==> config.mk <==
export PLATFORM = sky130hd
export DESIGN_NAME = uart_tx_arbiter_flat
export DESIGN_NICKNAME = d
export VERILOG_FILES = /design/src/rtl/uart_tx_arbiter_if.sv /design/src/rtl/uart_tx_arbiter.sv /design/src/flat_wrapper.sv
export SDC_FILE = /design/constraint.sdc
export NUM_CORES = 1
export LEC_CHECK = 0
export CAP_MARGIN = 20
export CORE_MARGIN = 1.5
export CORE_UTILIZATION = 45
export CTS_CLUSTER_SIZE = 20
export DETAILED_ROUTE_END_ITERATION = 8
export MAX_ROUTING_LAYER = met4
export PLACE_DENSITY = 0.82
export SLEW_MARGIN = 20
export SYNTH_ARGS = -nofsm -noshare
export SYNTH_HDL_FRONTEND = slang
export SYNTH_SLANG_ARGS = --single-unit
==> constraint.sdc <==
create_clock -name i_clk -period 10.9 [get_ports i_clk]
set_clock_uncertainty 0.1 [all_clocks]
set_input_delay 1.635 -clock i_clk [delete_from_list [all_inputs] [get_ports i_clk]]
set_output_delay 1.635 -clock i_clk [all_outputs]
set_load 0.01 [all_outputs]
==> src/rtl/uart_tx_arbiter_if.sv <==
// Requester and transmitter handshake bundle for uart_tx_arbiter.
// The slave modport is the arbiter's view; master is the requester/transmitter side.
interface uart_tx_arbiter_if #(
  parameter int NUM_REQ = 4
);
  logic [NUM_REQ-1:0]   i_req_valid;
  logic [8*NUM_REQ-1:0] i_req_data;
  logic [NUM_REQ-1:0]   o_req_ready;
  logic [7:0]           o_tx_data;
  logic                 o_tx_start;
  logic                 i_tx_busy;
  logic [2:0]           o_grant_id;
  logic                 o_busy;
  logic                 o_timeout;

  modport slave (
    input  i_req_valid, i_req_data, i_tx_busy,
    output o_req_ready, o_tx_data, o_tx_start, o_grant_id, o_busy, o_timeout
  );

  modport master (
    output i_req_valid, i_req_data, i_tx_busy,
    input  o_req_ready, o_tx_data, o_tx_start, o_grant_id, o_busy, o_timeout
  );
endinterface

==> src/rtl/uart_tx_arbiter.sv <==
// Round-robin share of one byte-serial UART transmitter among NUM_REQ requesters,
// with start strobe, busy tracking, inter-frame gap and a per-phase watchdog.
module uart_tx_arbiter #(
  parameter int NUM_REQ        = 4,
  parameter int GAP_CYCLES     = 16,
  parameter int TIMEOUT_CYCLES = 4096
) (
  input  logic               i_clk,
  input  logic               i_reset,
  uart_tx_arbiter_if.slave   bus
);

  localparam logic [2:0] IDLE      = 3'd0;
  localparam logic [2:0] START     = 3'd1;
  localparam logic [2:0] WAIT_BUSY = 3'd2;
  localparam logic [2:0] WAIT_DONE = 3'd3;
  localparam logic [2:0] GAP       = 3'd4;

  localparam int WD_W  = $clog2(TIMEOUT_CYCLES + 1);
  localparam int GAP_W = (GAP_CYCLES > 0) ? $clog2(GAP_CYCLES + 1) : 1;

  localparam logic [WD_W-1:0]  WD_LAST     = WD_W'(TIMEOUT_CYCLES - 1);
  localparam logic [GAP_W-1:0] GAP_LAST    = GAP_W'((GAP_CYCLES > 0) ? GAP_CYCLES - 1 : 0);
  localparam logic [2:0]       AFTER_FRAME = (GAP_CYCLES > 0) ? GAP : IDLE;
  localparam logic [2:0]       LAST_INIT   = 3'(NUM_REQ - 1);
  localparam logic [3:0]       NUM_REQ_W   = 4'(NUM_REQ);

  logic [2:0]       state_r;
  logic [2:0]       state_n_s;
  logic [WD_W-1:0]  wd_cnt_r;
  logic [WD_W-1:0]  wd_cnt_n_s;
  logic [GAP_W-1:0] gap_cnt_r;
  logic [GAP_W-1:0] gap_cnt_n_s;
  logic [2:0]       last_r;
  logic [7:0]       tx_data_r;
  logic             tx_start_r;
  logic [2:0]       grant_id_r;
  logic             busy_r;
  logic             timeout_r;

  logic [7:0]       valid_pad_s;
  logic [63:0]      data_pad_s;
  logic [7:0]       ready_pad_s;
  logic [3:0]       sum_s;
  logic [3:0]       idx_s;
  logic             hit_s;
  logic             found_s;
  logic [2:0]       win_s;
  logic             accept_s;
  logic             timeout_s;

  // Round-robin winner search starting just after the last granted requester.
  always_comb begin
    valid_pad_s = 8'(bus.i_req_valid);
    data_pad_s  = 64'(bus.i_req_data);
    found_s     = 1'b0;
    win_s       = 3'd0;
    sum_s       = 4'd0;
    idx_s       = 4'd0;
    hit_s       = 1'b0;
    for (int i = 1; i <= NUM_REQ; i++) begin
      sum_s   = {1'b0, last_r} + 4'(i);
      idx_s   = (sum_s >= NUM_REQ_W) ? (sum_s - NUM_REQ_W) : sum_s;
      hit_s   = valid_pad_s[idx_s[2:0]] && !found_s;
      win_s   = hit_s ? idx_s[2:0] : win_s;
      found_s = found_s | hit_s;
    end
    accept_s    = (state_r == IDLE) && found_s;
    // Ready is gated by reset so it reads as zero while reset is asserted.
    ready_pad_s = (accept_s && !i_reset) ? (8'd1 << win_s) : 8'd0;
  end

  // Next-state, watchdog and gap counter logic.
  always_comb begin
    state_n_s   = state_r;
    wd_cnt_n_s  = wd_cnt_r;
    gap_cnt_n_s = gap_cnt_r;
    timeout_s   = 1'b0;
    case (state_r)
      IDLE: begin
        if (accept_s) begin
          state_n_s = START;
        end else begin
          state_n_s = IDLE;
        end
      end
      START: begin
        wd_cnt_n_s = {WD_W{1'b0}};
        state_n_s  = WAIT_BUSY;
      end
      WAIT_BUSY: begin
        if (bus.i_tx_busy) begin
          wd_cnt_n_s = {WD_W{1'b0}};
          state_n_s  = WAIT_DONE;
        end else if (wd_cnt_r == WD_LAST) begin
          timeout_s   = 1'b1;
          gap_cnt_n_s = {GAP_W{1'b0}};
          state_n_s   = AFTER_FRAME;
        end else begin
          wd_cnt_n_s = wd_cnt_r + 1'b1;
        end
      end
      WAIT_DONE: begin
        if (!bus.i_tx_busy) begin
          gap_cnt_n_s = {GAP_W{1'b0}};
          state_n_s   = AFTER_FRAME;
        end else if (wd_cnt_r == WD_LAST) begin
          timeout_s   = 1'b1;
          gap_cnt_n_s = {GAP_W{1'b0}};
          state_n_s   = AFTER_FRAME;
        end else begin
          wd_cnt_n_s = wd_cnt_r + 1'b1;
        end
      end
      GAP: begin
        if (gap_cnt_r == GAP_LAST) begin
          state_n_s = IDLE;
        end else begin
          gap_cnt_n_s = gap_cnt_r + 1'b1;
        end
      end
      default: begin
        state_n_s = IDLE;
      end
    endcase
  end

  // State and counter registers.
  always_ff @(posedge i_clk or posedge i_reset) begin
    if (i_reset) begin
      state_r   <= IDLE;
      wd_cnt_r  <= {WD_W{1'b0}};
      gap_cnt_r <= {GAP_W{1'b0}};
    end else begin
      state_r   <= state_n_s;
      wd_cnt_r  <= wd_cnt_n_s;
      gap_cnt_r <= gap_cnt_n_s;
    end
  end

  // Registered outputs and the round-robin pointer, updated on acceptance.
  always_ff @(posedge i_clk or posedge i_reset) begin
    if (i_reset) begin
      tx_data_r  <= 8'h00;
      last_r     <= LAST_INIT;
      grant_id_r <= 3'd0;
      tx_start_r <= 1'b0;
      busy_r     <= 1'b0;
      timeout_r  <= 1'b0;
    end else begin
      if (accept_s) begin
        tx_data_r  <= data_pad_s[{win_s, 3'b000} +: 8];
        last_r     <= win_s;
        grant_id_r <= win_s;
      end
      tx_start_r <= accept_s;
      busy_r     <= (state_n_s != IDLE);
      timeout_r  <= timeout_s;
    end
  end

  assign bus.o_req_ready = ready_pad_s[NUM_REQ-1:0];
  assign bus.o_tx_data   = tx_data_r;
  assign bus.o_tx_start  = tx_start_r;
  assign bus.o_grant_id  = grant_id_r;
  assign bus.o_busy      = busy_r;
  assign bus.o_timeout   = timeout_r;

endmodule

==> src/flat_wrapper.sv <==
// flat-port wrapper written by rule: the top's interface ports become plain ports
module uart_tx_arbiter_flat 
#(
  parameter int NUM_REQ        = 4,
  parameter int GAP_CYCLES     = 16,
  parameter int TIMEOUT_CYCLES = 4096
)
  (i_clk, i_reset, bus_i_req_valid, bus_i_req_data, bus_i_tx_busy, bus_o_req_ready, bus_o_tx_data, bus_o_tx_start, bus_o_grant_id, bus_o_busy, bus_o_timeout);
  uart_tx_arbiter_if #(.NUM_REQ(NUM_REQ)) bus_i ();
  input  logic i_clk;
  input  logic i_reset;
  input wire logic [$bits(bus_i.i_req_valid)-1:0] bus_i_req_valid;
  input wire logic [$bits(bus_i.i_req_data)-1:0] bus_i_req_data;
  input wire logic [$bits(bus_i.i_tx_busy)-1:0] bus_i_tx_busy;
  output wire logic [$bits(bus_i.o_req_ready)-1:0] bus_o_req_ready;
  output wire logic [$bits(bus_i.o_tx_data)-1:0] bus_o_tx_data;
  output wire logic [$bits(bus_i.o_tx_start)-1:0] bus_o_tx_start;
  output wire logic [$bits(bus_i.o_grant_id)-1:0] bus_o_grant_id;
  output wire logic [$bits(bus_i.o_busy)-1:0] bus_o_busy;
  output wire logic [$bits(bus_i.o_timeout)-1:0] bus_o_timeout;
  assign bus_i.i_req_valid = bus_i_req_valid;
  assign bus_i.i_req_data = bus_i_req_data;
  assign bus_i.i_tx_busy = bus_i_tx_busy;
  assign bus_o_req_ready = bus_i.o_req_ready;
  assign bus_o_tx_data = bus_i.o_tx_data;
  assign bus_o_tx_start = bus_i.o_tx_start;
  assign bus_o_grant_id = bus_i.o_grant_id;
  assign bus_o_busy = bus_i.o_busy;
  assign bus_o_timeout = bus_i.o_timeout;
  uart_tx_arbiter #(.NUM_REQ(NUM_REQ), .GAP_CYCLES(GAP_CYCLES), .TIMEOUT_CYCLES(TIMEOUT_CYCLES)) u_core (.i_clk(i_clk), .i_reset(i_reset), .bus(bus_i));
endmodule
# ---- Word-level counts from Yosys, hierarchy flattened
# Index checks and enable logic that the tools add are counted.
# Widths: inputs -> output; s select.
dict set report totals {
  reg_bits 38
  inputBits 39
  elab_cells 92
}
dict set report op_classes {
  add_sub_neg 10
  magnitude_cmp 8
  eq_ne 9
  n_shift 2
  n_mux 36
  bitwise_logic 3
  n_reduce_logical 15
}
# op count
set op_table {}
lappend op_table {{$shiftx 64x7->8} 1}
lappend op_table {{$mux 13} 3}
lappend op_table {{$pmux 13 s3} 1}
lappend op_table {{$mux 3} 12}
lappend op_table {{$mux 5} 4}
lappend op_table {{$ge 4x3->1 const B} 4}
lappend op_table {{$lt 3x4->1 const B} 4}
lappend op_table {{$pmux 3 s5} 1}
lappend op_table {{$pmux 5 s3} 1}
lappend op_table {{$add 13x1->13 const B} 1}
lappend op_table {{$eq 13x12->1 const B} 1}
lappend op_table {{$bmux 1 s3} 4}
lappend op_table {{$sub 3x3->3 const B} 4}
lappend op_table {{$reduce_bool 3->1} 3}
lappend op_table {{$add 3x2->4 const B} 2}
lappend op_table {{$mux 1} 8}
lappend op_table {{$eq 3x2->1 const B} 2}
lappend op_table {{$ne 2x2->1 const B} 3}
lappend op_table {{$add 5x1->5 const B} 1}
lappend op_table {{$eq 5x4->1 const B} 1}
lappend op_table {{$logic_and 1x1->1} 5}
lappend op_table {{$add 3x1->4 const B} 1}
lappend op_table {{$add 3x3->4 const B} 1}
lappend op_table {{$logic_not 1->1} 4}
lappend op_table {{9 further kinds} 11}

# ---- Logic depth before layout (Yosys ltp)
# Gate-level depths: netlist of run 1.
dict set report depth {
  depth_word 18
  depth_mapped 14
  depth_no_buf 9
}

# ---- Least setup slack after synthesis of run 1
# OpenSTA, ideal clock, no wires.
dict set report synth_timing {
  path_kind {in2out}
  start {input bus_i_req_valid[0]}
  end {output bus_o_req_ready[2]}
  t_arrival_ps 3468
  required_ps 9165
  slack_ps 5697
  stages 6
  n_path_buf 1
  path_cell_list {mux4_2 -> or4b_1 -> o211ai_1 -> o32ai_1 -> buf_2 -> nor4_1}
}
dict set report synth_via {
  elab_chain_cells 14
  elab_cells_between_ends 25
  classes_between {shift: 1; mux: 13; bitwise: 3; reduce/logical: 8}
}
# item line_no
set synth_rtl {}
lappend synth_rtl {{start: declaration} flat_wrapper.sv:12} ;# input wire logic [$bits(bus_i.i_req_valid)-1:0] bus_i_req_valid;
lappend synth_rtl {{$bmux 1 s3} uart_tx_arbiter.sv:64} ;# hit_s = valid_pad_s[idx_s[2:0]] && !found_s;
lappend synth_rtl {{$mux 1 (not written as such)} uart_tx_arbiter.sv:64}
lappend synth_rtl {{$logic_not 1->1} uart_tx_arbiter.sv:64}
lappend synth_rtl {{$logic_and 1x1->1} uart_tx_arbiter.sv:64}
lappend synth_rtl {{$or 1x1->1} uart_tx_arbiter.sv:66} ;# found_s = found_s | hit_s;
lappend synth_rtl {{$logic_not 1->1} uart_tx_arbiter.sv:64}
lappend synth_rtl {{$logic_and 1x1->1} uart_tx_arbiter.sv:64}
lappend synth_rtl {{$or 1x1->1} uart_tx_arbiter.sv:66}
lappend synth_rtl {{$logic_not 1->1} uart_tx_arbiter.sv:64}
lappend synth_rtl {{$logic_and 1x1->1} uart_tx_arbiter.sv:64}
lappend synth_rtl {{$or 1x1->1} uart_tx_arbiter.sv:66}
lappend synth_rtl {{$logic_and 1x1->1} uart_tx_arbiter.sv:68} ;# accept_s = (state_r == IDLE) && found_s;
lappend synth_rtl {{$logic_and 1x1->1} uart_tx_arbiter.sv:70} ;# ready_pad_s = (accept_s && !i_reset) ? (8'd1 << win_s) : 8'd0;
lappend synth_rtl {{$mux 4 *} uart_tx_arbiter.sv:70}
lappend synth_rtl {{end: declaration} flat_wrapper.sv:15} ;# output wire logic [$bits(bus_i.o_req_ready)-1:0] bus_o_req_ready;
# Every way passes the cells marked *; elsewhere a longest branch is shown, timed or not. The select of a mux whose other input is x is not followed.

# ---- Worst setup path in the final report of run 1
dict set report layout_timing {
  start {register u_core.last_r[0]}
  end {output bus_o_req_ready[1]}
}
dict set report layout_via {
  elab_chain_cells 17
  elab_cells_between_ends 41
  classes_between {add/sub: 8; order compare: 4; shift: 1; mux: 17; bitwise: 3; reduce/logical: 8}
}
# item line_no
set layout_rtl {}
lappend layout_rtl {{start: declaration} uart_tx_arbiter.sv:34} ;# logic [2:0] last_r;
lappend layout_rtl {{start signal: assignment} uart_tx_arbiter.sv:153} ;# last_r <= win_s;
lappend layout_rtl {{$add 3x1->4} uart_tx_arbiter.sv:62} ;# sum_s = {1'b0, last_r} + 4'(i);
lappend layout_rtl {{$ge 4x3->1 or $sub 3x3->3 (tied branches)} uart_tx_arbiter.sv:63} ;# idx_s = (sum_s >= NUM_REQ_W) ? (sum_s - NUM_REQ_W) : sum_s;
lappend layout_rtl {{$mux 3} uart_tx_arbiter.sv:63}
lappend layout_rtl {{$bmux 1 s3} uart_tx_arbiter.sv:64}
lappend layout_rtl {{$mux 1 (not written as such)} uart_tx_arbiter.sv:64}
lappend layout_rtl {{$logic_not 1->1} uart_tx_arbiter.sv:64}
lappend layout_rtl {{$logic_and 1x1->1} uart_tx_arbiter.sv:64}
lappend layout_rtl {{$or 1x1->1} uart_tx_arbiter.sv:66}
lappend layout_rtl {{$logic_not 1->1} uart_tx_arbiter.sv:64}
lappend layout_rtl {{$logic_and 1x1->1} uart_tx_arbiter.sv:64}
lappend layout_rtl {{$or 1x1->1} uart_tx_arbiter.sv:66}
lappend layout_rtl {{$logic_not 1->1} uart_tx_arbiter.sv:64}
lappend layout_rtl {{$logic_and 1x1->1} uart_tx_arbiter.sv:64}
lappend layout_rtl {{$or 1x1->1} uart_tx_arbiter.sv:66}
lappend layout_rtl {{$logic_and 1x1->1} uart_tx_arbiter.sv:68}
lappend layout_rtl {{$logic_and 1x1->1} uart_tx_arbiter.sv:70}
lappend layout_rtl {{$mux 4 *} uart_tx_arbiter.sv:70}
# Marked as above.

==> flow_metrics.tcl, run 1 <==
set metrics [dict create \
    status "completed" \
    numPortBuffers 56 \
    finalHoldViolations 0 \
    period_minus_slack_ns 6.468 \
    cpLargestDelayFamily "buffers and inverters" \
    cp_data_arrival_time_ns 4.73 \
    synth_cells 293 \
    grt_pass1_wl_um 11380 \
    antenna_left 0 \
    synth_top_area_share_pct 33.64 \
    hold_class "reg -> reg" \
    ys_ff_latch 37 \
    post-route-drc-count 0 \
    yosysTopAreaCell "dfrtp_1" \
    worst_pin_slew_ns 0.8602 \
    cts_resized 0 \
    yosysUniqueCellTypes 56 \
    synthTopCellsByArea "dfrtp_1 34%, nor2_1 4.0%, nand2_1 3.7%" \
    initialDrtViolationCount 209 \
    cp_common_cell "a21o_1" \
    vias_per_cell 6.012 \
    crit_chain "inv_1 -> ha_1 -> mux4_2 -> a211o_1 -> a21o_1 -> a21o_1 -> nor4_1 -> clkdlybuf4s50_1" \
    cts.sinks 37 \
    die_w_um 79.07 \
    holdWs_ns 0.3969 \
    clkTransAtPathRegs_ns 0.07 \
    multi_input_area_um2 1526 \
    fin_tns_setup_ns 0 \
    synth-edff-count 0 \
    synthFlopType "dfrtp_1" \
    io_pins 57 \
    crit_type "reg -> out" \
    ys_warn_count 0 \
    clk_path_buf_depth 2 \
    grt_util_met3_pct 4.023 \
    clock_latency_ns 0.29 \
    power.density_nw_per_um2 294.9 \
    critPathMaxStageDelay_ns 0.99 \
    seq_area_frac_synth_pct 35.66 \
    start_util_pct 47.00 \
    fmax_ghz 0.1546 \
    wire_per_inst_um 16.14 \
    ff_latch_area_um2 928.4 \
    end_kind "primary output" \
    grt_max_degree 38 \
    htreeDepth 2 \
    holdBufCountCts 0 \
    synth_area_um2 2604 \
    root_buffer "clkbuf_8" \
    avgSynthCellArea_um2 8.887 \
    crit_path_top_delay_cell "dfstp_2" \
    layout-drive-gt1-share_pct 7.849 \
    grt_overflow 0 \
    drv_cap 0 \
    grt_setup_unrepaired "false" \
    leakage_uw 0.001320 \
    antenna_found_initial 0 \
    required_ns 9.17 \
    layout.nets 387 \
    drt_wl_total_um 6715 \
    num_rows 27 \
    chipHeight_um 79.07 \
    fp.coreArea_um2 5540 \
    synthArstFlopShare_pct 100.0 \
    drtPass1Iterations 4 \
    syn_nets 337 \
    vias 2501 \
    ir_drop_uv 178.2 \
    track_usage_pct 23.88 \
    grtUsageMet2_pct 36.32 \
    syn2layout_area_growth_pct 26.57 \
    dieArea_um2 6251 \
    cp_num_buf_inv 2 \
    cts_buffers 5 \
    cp-start-kind "flip-flop" \
    drv_slew 0 \
    final_common_cell "clkdlybuf4s50_1" \
    layout_common_cells "56 x clkdlybuf4s50_1, 35 x dfrtp_1, 28 x nor2_1" \
    dp_hpwl_um 4952 \
    first_global_vias 2402 \
    cts_tree "yes" \
    min_period_over_period_pct 59.34 \
    diodes 0 \
    crit_fanout 37 \
    use_met1_pct 31.99 \
    fill_cells 491 \
    grt.busiest_layer "met2" \
    setup_viol 0 \
    post_cts_buffers 0 \
    gp_congestion 0.8993 \
    slew_headroom_pct 42.66 \
]
-- area by class of cell --
type                            instances  share of cell area, %
Tap cell                               72                  2.733
Multi-Input combinational cell        226                  46.32
Clock buffer                            7                  2.620
Timing Repair Buffer                   58                  17.46
Clock inverter                          1                 0.9112
Sequential cell                        37                  28.17
Inverter                               15                  1.784
-- flip-flops by register name, indices dropped and copies added (netlist names) --
register / cells
u_core.bus.o_grant_id: 3
u_core.bus.o_tx_start: 1
u_core.bus.o_busy: 1
u_core.wd_cnt_r: 13
u_core.gap_cnt_r: 5
u_core.state_r: 3
u_core.bus.o_tx_data: 8
u_core.last_r: 2
u_core.bus.o_timeout: 1
-- cell usage after synthesis (6+ instances only) --
library cell and instances:
dfrtp_1 35, nor2_1 28, nand2_1 26, a21oi_1 16, inv_1 14, o21ai_0 10, a31oi_1 9, a22o_1 8
clkbuf_1 8, nand3_1 8, o221ai_1 8, and2_1 7, mux2i_1 7, nor3_1 6
-- cells by family after synthesis --
kind of cell / count (synthesis) / synth area share (%)
simple gates: 110 / 21.82
mux: 14 / 6.583
xor+xnor: 7 / 2.355
flops: 37 / 35.66
fa+ha+maj: 6 / 2.787
compound gates: 89 / 25.08
buf+inv: 30 / 5.718
-- final timing paths --
check                           cells after the start  slack, ns                     start                  endpoint
worst max-delay path                                8       4.43          u_core.last_r[0]        bus_o_req_ready[1]
worst min-delay path                                2       0.40  u_core.bus.o_grant_id[0]  u_core.bus.o_grant_id[0]
worst max register to register                      8       6.55          u_core.last_r[0]   u_core.bus.o_tx_data[6]
worst min register to register                      2       0.40  u_core.bus.o_grant_id[0]  u_core.bus.o_grant_id[0]
max in group asynchronous                           3       8.57                   i_reset          u_core.last_r[0]
min in group asynchronous                           3       1.77                   i_reset        u_core.wd_cnt_r[8]
-- tightest hold or removal path, stage by stage, from the launching register on --
cell and delay (ns):
dfrtp_1 0.35, nand2_1 0.06, nand2_1 0.06
-- per-stage QoR --
| step | setup slack (ns) | cell area (um2) | utilization [%] | cells | power [uW] |
|---|---|---|---|---|---|
| floorplan | 5.697 | 2604 | - | 293 | 690.6 |
| global placement | 4.751 | 3179 | 57.38 | 408 | 819.6 |
| detailed placement | 4.659 | 3179 | 57.38 | 408 | 839.7 |
| CTS | 4.449 | 3296 | 59.49 | 416 | 969.2 |
| global route | 4.147 | 3296 | 59.49 | 416 | 1051 |
| finish | 4.432 | 3296 | 59.49 | 416 | 971.9 |
-- report_power, final --
| part | internal, uW | total (uW) | switching, uW |
|---|---|---|---|
| Sequential | 189 | 250 | 60.9 |
| Combinational | 256 | 599 | 343 |
| Clock | 74.6 | 123 | 48.2 |
| Total | 520 | 972 | 452 |
-- metal layers --
layer	share of wire [%]	up-vias
met5	0	-
met4	2.2	0
met3	4.0	12
met2	48	58
met1	46	1227
li1	-	1204
Power figures use the tool's default switching activity.
==> run 2, diff against run 1 <==
==> constraint.sdc (replaced) <==
create_clock -name i_clk -period 6.1 [get_ports i_clk]
set_clock_uncertainty 0.1 [all_clocks]
set_input_delay 0.915 -clock i_clk [delete_from_list [all_inputs] [get_ports i_clk]]
set_output_delay 0.915 -clock i_clk [all_outputs]
set_load 0.01 [all_outputs]
==> run 2 against run 1 <==
Cell count increased by 0.24%. First-iteration DRC count decreased by 33%. Routed wire length decreased by 3.6%. Sequential share of layout area decreased by 0.096 points. Via count decreased by 0.16%. Global-route usage decreased by 1.1 points. Core utilization increased by 0.20 points. Power increased by 77%. Clock power increased by 77%. Final area increased by 0.34%. Non-clock buffer count increased by 1. Largest power group unchanged.
==> flow_metrics.tcl, run 2 (same netlist as run 1, synthesis figures left out) <==
set metrics [dict create \
    antenna_left 0 \
    end_kind "primary output" \
    gp_congestion 0.8970 \
    layout.nets 388 \
    grt_max_degree 38 \
    layout-drive-gt1-share_pct 8.406 \
    grt_util_met3_pct 3.793 \
    dieArea_um2 6251 \
    holdBufCountCts 0 \
    worstReg2RegEnd "u_core.bus.o_tx_data[2]" \
    min_period_over_period_pct 89.14 \
    fmax_ghz 0.1839 \
    required_ns 5.08 \
    root_buffer "clkbuf_8" \
    power.density_nw_per_um2 521.6 \
    period_minus_slack_ns 5.438 \
    die_w_um 79.07 \
    clkTransAtPathRegs_ns 0.07 \
    setup_viol 0 \
    grt_pass1_wl_um 10820 \
    finalHoldViolations 0 \
    cts.sinks 37 \
    syn2layout_area_growth_pct 27.01 \
    layout_common_cells "56 x clkdlybuf4s50_1, 35 x dfrtp_1, 28 x nor2_1" \
    wire_per_inst_um 15.53 \
    drv_cap 0 \
    drt_wl_total_um 6475 \
    cts_resized 0 \
    vias 2497 \
    crit_start "u_core.last_r[0]" \
    hold_class "reg -> reg" \
    grt_setup_unrepaired "false" \
    fin_tns_setup_ns 0 \
    cts_buffers 5 \
    fill_cells 507 \
    use_met1_pct 29.73 \
    ir_drop_uv 232.9 \
    worstSetupEndpoint "bus_o_req_ready[1]" \
    stdcell_area_um2 3307 \
    r2r_start "u_core.last_r[0]" \
    num_rows 27 \
    cp.depth 9 \
    cp-start-kind "flip-flop" \
    start_util_pct 47.00 \
    initialDrtViolationCount 140 \
    antenna_found_initial 0 \
    reg2regPathDepth 9 \
    vias_per_cell 5.988 \
    htreeDepth 2 \
    regToRegSetupSlack_ns 2.14 \
    leakage_uw 0.001324 \
    post_cts_buffers 0 \
    slew_headroom_pct 45.61 \
    chipHeight_um 79.07 \
    grtUsageMet2_pct 35.38 \
    final_common_cell "clkdlybuf4s50_1" \
    dp_hpwl_um 4829 \
    largest_reg_flops 13 \
    track_usage_pct 22.77 \
    diodes 0 \
    status "completed" \
    ff_latch_area_um2 928.4 \
    crit_chain "buf_4 -> inv_1 -> ha_1 -> mux4_2 -> a211o_1 -> a21o_1 -> a21o_1 -> nor4_1 -> clkdlybuf4s50_1" \
    drtPass1Iterations 5 \
    worst_pin_slew_ns 0.8158 \
    io_pins 57 \
    drv_slew 0 \
    clock_latency_ns 0.29 \
    top_register "u_core.wd_cnt_r" \
    cp_data_arrival_time_ns 4.42 \
    place_area_um2 3187 \
    grt.busiest_layer "met2" \
    multi_input_area_um2 1526 \
    clk_path_buf_depth 2 \
    cts_tree "yes" \
    cp_common_cell "a21o_1" \
    crit_type "reg -> out" \
    critPathMaxStageDelay_ns 0.60 \
    numPortBuffers 56 \
    cp_num_buf_inv 3 \
    cpLargestDelayFamily "buffers and inverters" \
    crit_fanout 37 \
    crit_path_top_delay_cell "clkdlybuf4s50_1" \
    post-route-drc-count 0 \
    fp.coreArea_um2 5540 \
    first_global_vias 2329 \
    grt_overflow 0 \
]
## run 2: layer usage
layer / vias up / share of wire, %
met2: 92 / 47
met1: 1189 / 45
met5: - / 0
met4: 0 / 2.1
li1: 1205 / -
met3: 11 / 5.9
## run 2: worst min-delay path, delay by kind of cell, from the launching register on
kind / cells / cell delay (ns)
flip-flops: 1 / 0.35
AND/OR/NAND/NOR: 2 / 0.11
## run 2: worst min-delay path by stage
stage	cells past startpoint	to	start	slack, ns
2_1_floorplan	2	u_core.gap_cnt_r[4]	u_core.gap_cnt_r[4]	0.38
4_1_cts	2	u_core.bus.o_grant_id[0]	u_core.bus.o_grant_id[0]	0.41
3_3_place_gp	2	u_core.gap_cnt_r[4]	u_core.gap_cnt_r[4]	0.39
5_1_grt	2	u_core.bus.o_grant_id[0]	u_core.bus.o_grant_id[0]	0.43
6_report	2	u_core.bus.o_grant_id[0]	u_core.bus.o_grant_id[0]	0.40
3_5_place_dp	2	u_core.bus.o_grant_id[0]	u_core.bus.o_grant_id[0]	0.39
## run 2: stage by stage
step	instances	hold slack, ns	total power [uW]	worst slack [ns]	utilization (%)
after global routing	417	0.4301	1866	0.4041	59.69
after CTS	417	0.4072	1721	0.6954	59.69
after detailed placement	409	0.3901	1495	1.038	57.52
after floorplan	293	0.3762	1234	1.847	-
final	417	0.4031	1725	0.6624	59.69
after global placement	409	0.3917	1468	1.111	57.52
## run 2: layout make-up
type / count / area share [%]
clock buffer: 6 / 2.497
clock inverter: 2 / 1.135
inverter: 15 / 1.778
multi-input combinational: 226 / 46.16
sequential: 37 / 28.07
tap: 72 / 2.724
timing repair buffer: 59 / 17.63
## run 2: report_power, final
group          switching (uW)  internal [uW]  leakage (uW)
Sequential               69.7            336      0.000468
Clock                    85.3            133     0.0000574
Combinational             639            462      0.000799
==> run 3, diff against run 2 <==
--- a/config.mk
+++ b/config.mk
@@ -5,6 +5,7 @@
 export SDC_FILE = /design/constraint.sdc
 export NUM_CORES = 1
 export LEC_CHECK = 0
+export ABC_AREA = 0
 export CAP_MARGIN = 20
 export CORE_MARGIN = 1.5
 export CORE_UTILIZATION = 45
@@ -12,6 +13,7 @@
 export DETAILED_ROUTE_END_ITERATION = 8
 export MAX_ROUTING_LAYER = met4
 export PLACE_DENSITY = 0.82
+export SKIP_LAST_GASP = 1
 export SLEW_MARGIN = 20
 export SYNTH_ARGS = -nofsm -noshare
 export SYNTH_HDL_FRONTEND = slang
==> results of run 3 <==
Same layout as run 2: the final DEF is identical, and so are final timing and power.
